--- src/rtl/code_pkg.sv ---
// Shared types for the keypad code sender: key encodings, symbol type, FSM states.
package code_pkg;

  typedef logic [1:0] sym_t;

  localparam logic [3:0] KEY_A = 4'b0001;
  localparam logic [3:0] KEY_B = 4'b0010;
  localparam logic [3:0] KEY_C = 4'b0100;
  localparam logic [3:0] KEY_D = 4'b1000;

  typedef enum logic [1:0] {
    IDLE = 2'd0,
    SEND = 2'd1,
    GAP  = 2'd2,
    WAIT = 2'd3
  } state_e;

  // Symbol i of a packed 4-symbol code, symbol 0 in the low bits.
  function automatic sym_t get_sym(input logic [7:0] c, input logic [1:0] i);
    case (i)
      2'd0:    get_sym = c[1:0];
      2'd1:    get_sym = c[3:2];
      2'd2:    get_sym = c[5:4];
      default: get_sym = c[7:6];
    endcase
  endfunction

endpackage

--- src/rtl/key_encoder.sv ---
// Combinational 2-bit symbol to one-hot key mapping.
module key_encoder
  import code_pkg::*;
(
  input  sym_t       sym,
  output logic [3:0] key
);

  always_comb begin
    key = '0;
    case (sym)
      2'd0:    key = KEY_A;
      2'd1:    key = KEY_B;
      2'd2:    key = KEY_C;
      default: key = KEY_D;
    endcase
  end

endmodule

--- src/rtl/code_sender.sv ---
// Sends a 4-key code on a one-hot key bus, waits for unlock, retries on timeout.
// Handshake: start is a level sampled only in IDLE; done is a one-cycle pulse qualifying pass/attempts.
module code_sender
  import code_pkg::*;
#(
  parameter int TIMEOUT   = 8,
  parameter int MAX_RETRY = 2
) (
  input  logic       clk,
  input  logic       rst,
  input  logic       start,
  input  logic [7:0] code,
  input  logic [3:0] gap,
  input  logic       unlock,
  output logic [3:0] dout,
  output logic       busy,
  output logic       done,
  output logic       pass,
  output logic [1:0] attempts
);

  localparam logic [7:0] TMO_LAST  = 8'(TIMEOUT - 1);
  localparam logic [1:0] RETRY_MAX = 2'(MAX_RETRY);

  state_e     state, state_d;
  logic [1:0] idx, idx_d;
  logic [3:0] gap_cnt, gap_cnt_d;
  logic [7:0] tmo_cnt, tmo_cnt_d;
  logic [1:0] retry, retry_d;
  logic [7:0] code_q, code_d;
  logic [3:0] gap_q, gap_d;
  logic       finish, win;

  logic [3:0] key;
  logic [3:0] dout_d;
  logic       busy_d, done_d, pass_d;
  logic [1:0] attempts_d;

  always_ff @(posedge clk) begin
    if (rst) begin
      state    <= IDLE;
      idx      <= '0;
      gap_cnt  <= '0;
      tmo_cnt  <= '0;
      retry    <= '0;
      code_q   <= '0;
      gap_q    <= '0;
      dout     <= '0;
      busy     <= 1'b0;
      done     <= 1'b0;
      pass     <= 1'b0;
      attempts <= '0;
    end else begin
      state    <= state_d;
      idx      <= idx_d;
      gap_cnt  <= gap_cnt_d;
      tmo_cnt  <= tmo_cnt_d;
      retry    <= retry_d;
      code_q   <= code_d;
      gap_q    <= gap_d;
      dout     <= dout_d;
      busy     <= busy_d;
      done     <= done_d;
      pass     <= pass_d;
      attempts <= attempts_d;
    end
  end

  always_comb begin
    state_d   = state;
    idx_d     = idx;
    gap_cnt_d = gap_cnt;
    tmo_cnt_d = tmo_cnt;
    retry_d   = retry;
    code_d    = code_q;
    gap_d     = gap_q;
    finish    = 1'b0;
    win       = 1'b0;
    case (state)
      IDLE: begin
        if (start) begin
          code_d  = code;
          gap_d   = gap;
          idx_d   = '0;
          retry_d = '0;
          state_d = SEND;
        end
      end
      SEND: begin
        if (idx == 2'd3) begin
          tmo_cnt_d = '0;
          state_d   = WAIT;
        end else if (gap_q == 4'd0) begin
          idx_d = idx + 2'd1;
        end else begin
          gap_cnt_d = '0;
          state_d   = GAP;
        end
      end
      GAP: begin
        if (gap_cnt == gap_q - 4'd1) begin
          idx_d   = idx + 2'd1;
          state_d = SEND;
        end else begin
          gap_cnt_d = gap_cnt + 4'd1;
        end
      end
      WAIT: begin
        // unlock is checked first so it wins over an expiring timeout
        if (unlock) begin
          finish  = 1'b1;
          win     = 1'b1;
          state_d = IDLE;
        end else if (tmo_cnt == TMO_LAST) begin
          if (retry < RETRY_MAX) begin
            retry_d = retry + 2'd1;
            idx_d   = '0;
            state_d = SEND;
          end else begin
            finish  = 1'b1;
            state_d = IDLE;
          end
        end else begin
          tmo_cnt_d = tmo_cnt + 8'd1;
        end
      end
      default: state_d = IDLE;
    endcase
  end

  key_encoder u_key_encoder (
    .sym (get_sym(code_d, idx_d)),
    .key (key)
  );

  // Outputs are computed from the next state so the registers line up with it.
  always_comb begin
    dout_d     = (state_d == SEND) ? key : 4'd0;
    busy_d     = (state_d != IDLE);
    done_d     = finish;
    pass_d     = win;
    attempts_d = finish ? retry : 2'd0;
  end

endmodule

--- config.mk ---
export PLATFORM = sky130hd
export DESIGN_NAME = code_sender
export DESIGN_NICKNAME = d
export VERILOG_FILES = /design/src/rtl/code_pkg.sv /design/src/rtl/key_encoder.sv /design/src/rtl/code_sender.sv
export SDC_FILE = /design/constraint.sdc
export NUM_CORES = 1
export LEC_CHECK = 0
export CORE_MARGIN = 3
export CORE_UTILIZATION = 54
export DETAILED_ROUTE_END_ITERATION = 7
export PLACE_DENSITY_LB_ADDON = 0.15
export SYNTH_ARGS = -nofsm -noshare
export SYNTH_HDL_FRONTEND = slang
export SYNTH_SLANG_ARGS = --single-unit
--- constraint.sdc ---
create_clock -name clk -period 3.15 [get_ports clk]
set_input_delay 0.4725 -clock clk [delete_from_list [all_inputs] [get_ports clk]]
set_output_delay 0.4725 -clock clk [all_outputs]
set_load 0.02 [all_outputs]
==> results.ini <==
[logic_synthesis]
ys_ff_latch=39
syn_nets=239
syn_area_um2=1852
ys_seq_area_share_pct=42.16
yosys-top-cells-area=dfxtp_1 (42%), nand2_1 (7.7%), a21oi_1 (5.4%), nor2_1 (4.1%), nor3_1 (3.5%)
netlist_instances=219
syn_avg_cell_area_um2=8.456
yosys_warnings=0
yosys.area.top_type=dfxtp_1
ys_types=45
synth_top_area_share_pct=42.16

[pwr]
power_density_nw_per_um2=484.5
power_frac_comb_pct=26.9
power.internal_uw=739.8
switching_share_pct=30.18
power.share.sequential_pct=51.9
vdd_ir_drop_max_v=0.0003318
pwr-share-clk_pct=21.2
p_leak_nw=0.8065
p_sw_uw=319.8

[die]
initial_utilization_pct=58.73
dieArea_um2=4168
io_pins=25
die_x_um=64.56
fp.dieH_um=64.56
core_area_um2=3153
rows=20

[finish]
fill_cells=272
nets=266
seq_area_um2=780.7
layout_common_cells=dfxtp_1 (39), nand2_1 (38), clkdlybuf4s50_1 (24)
layout-drive-gt1-share_pct=7.347
syn_to_final_growth_pct=18.11
multi_input_area_um2=1017
antennaDiodeCount=0
design_area_um2=2187
final_common_cell=dfxtp_1

[place]
place_area_um2=2146
place.gp.congestion=0.7811
place_hpwl_mm=2.624
io_buffers=24

[worst_setup_path]
worstPathMaxFanout=6
critical_path_buf_inv_count=1
setup.worst_path.end_class=flop
critPathRequiredTime_ns=3.41
path_depth=9
crit_family=simple AND/OR/NAND/NOR gates
worstPathCellList=inv_1, ha_1, or3b_4, or3_4, mux2_4, nand4b_4, mux2_2, o32a_1, nor3b_1
r2r_slack_ns=0.48
slowest_stage=or3_4
critical_path_arrival_ns=2.93
cp_slowest_stage_delay_ns=0.41
crit_path_start_kind=flop
reg2reg_depth=9
path_class=flop to flop

[clock_tree]
cts_hold_buf=0
cts_buffer_depth=2
clock_latency_ns=0.34
cts_tree=yes
cts_setup_buffers=0
htreeDepth=2
clk_pin_slew_worst_paths_ns=0.10
cts_buffers=5
cts_num_sinks=39
cts-resized-gates=0
clockRootBuffer=clkbuf_4

[sta]
rsz0062_at_grt=false
finalSetupViolations=0
drv_slew=0
period_minus_slack_ns=2.670
fmax_mhz=374.5
skew_ns=0.006128
worst_pin_slew_ns=0.4591
finalCritPeriodShare_pct=84.77
setup_tns_ns=0
hold_viol=0
relSlewSlack_pct=69.33

[global_route]
grt_pass1_vias=1492
grt_start_max_net_pins=25
overflow=0
grtUsageTotal_pct=19.33
grt_pass1_wl_mm=6.368
antenna_found_initial=0

[routing]
drt-vias-per-instance=5.460
vias=1578
ant_nets=0
drc=0
first_iter_violations=60
wirelength_mm=3.584
wl_per_cell_um=12.40
drt_pass1_iterations=4

[outcome]
outcome=completed

[hold_path]
worstHoldPathType=flop to flop
whs_path_depth=2

[flow_run]
maxCapViolations=0

power groups by stage:
stage                     logic, mW  registers [mW]  clock network [mW]
after global placement        0.282           0.561                   0
final                         0.285           0.550               0.225
after CTS                     0.286           0.549               0.234
after global routing          0.320           0.555               0.256
after floorplan               0.194           0.566                   0
after detailed placement      0.285           0.560                   0
worst paths after layout:
kind                                              to             startpoint
worst max-delay path              dout[3]$_SDFF_PP0_  gap_q[0]$_SDFFE_PP0P_
worst min-delay path            code_q[1]$_SDFF_PP0_   code_q[1]$_SDFF_PP0_
worst max register to register    dout[3]$_SDFF_PP0_  gap_q[0]$_SDFFE_PP0P_
worst min register to register  code_q[1]$_SDFF_PP0_   code_q[1]$_SDFF_PP0_
flip-flops by register name, summed over array words and instances, names as in the netlist:
name and flops:
tmo_cnt 8, idx 2, done 1, retry 2
gap_q 4, code_q 8, dout 4, attempts 2
busy 1, state 2, pass 1, gap_cnt 4
final cells by class:
cell class | count | share of cell area [%]
Tap cell | 44 | 2.517
Clock buffer | 6 | 1.888
Timing Repair Buffer | 28 | 12.36
Inverter | 6 | 1.030
Multi-Input combinational cell | 166 | 46.51
Sequential cell | 39 | 35.70
synth_stat cells (all sizes together):
cell type,count
and2,4
or3b,1
o221ai,1
nand4bb,1
xnor3,1
mux2i,3
o21ai,6
clkbuf,5
o2111ai,2
nand4,4
nand2b,1
inv,6
nor2,20
o22a,1
nor3,13
o21bai,1
or3,3
or2,3
xnor2,4
o221a,1
and3b,1
a21oi,20
o31ai,1
buf,3
o31a,2
nand2,38
a211oi,2
a21o,2
nor4,1
and3,2
nand3,4
o32a,1
mux2,2
o211ai,2
dfxtp,39
nand4b,1
nor3b,5
xor2,7
o2bb2ai,1
ha,4
through the flow:
stage	setup slack (ns)	total power, mW	utilization [%]	std cells	hold WS, ns
after floorplan	0.6133	0.7594	-	219	0.4357
after global placement	0.5009	0.8424	68.06	283	0.4449
after detailed placement	0.4581	0.8451	68.06	283	0.4461
after CTS	0.4854	1.070	69.37	289	0.4606
after global routing	0.3599	1.130	69.37	289	0.4987
final	0.4797	1.060	69.37	289	0.4583
worst min-delay path: stages, from the launching register on:
cell and delay, ns:
dfxtp_1 0.32, nand2_1 0.05, a21oi_1 0.05
kinds of logic after synthesis:
family / after synthesis / share of synthesized area (%)
xor gates and xnor gates: 12 / 6.419
buffers and inverters: 14 / 2.905
and+or+nand+nor: 102 / 27.70
DFF: 39 / 42.16
adders and majority gates: 4 / 2.703
AOI/OAI and AO/OA: 43 / 15.07
muxes: 5 / 3.040
per-layer routing:
layer / global-route usage [%] / vias to the layer above / wire, um
li1: - / 813 / -
met1: 25.13 / 728 / 1831
met2: 30.54 / 30 / 1538
met3: 4.333 / 7 / 145
met4: 8.707 / 0 / 70
met5: 0 / - / 0
Power figures use the tool's default switching activity.
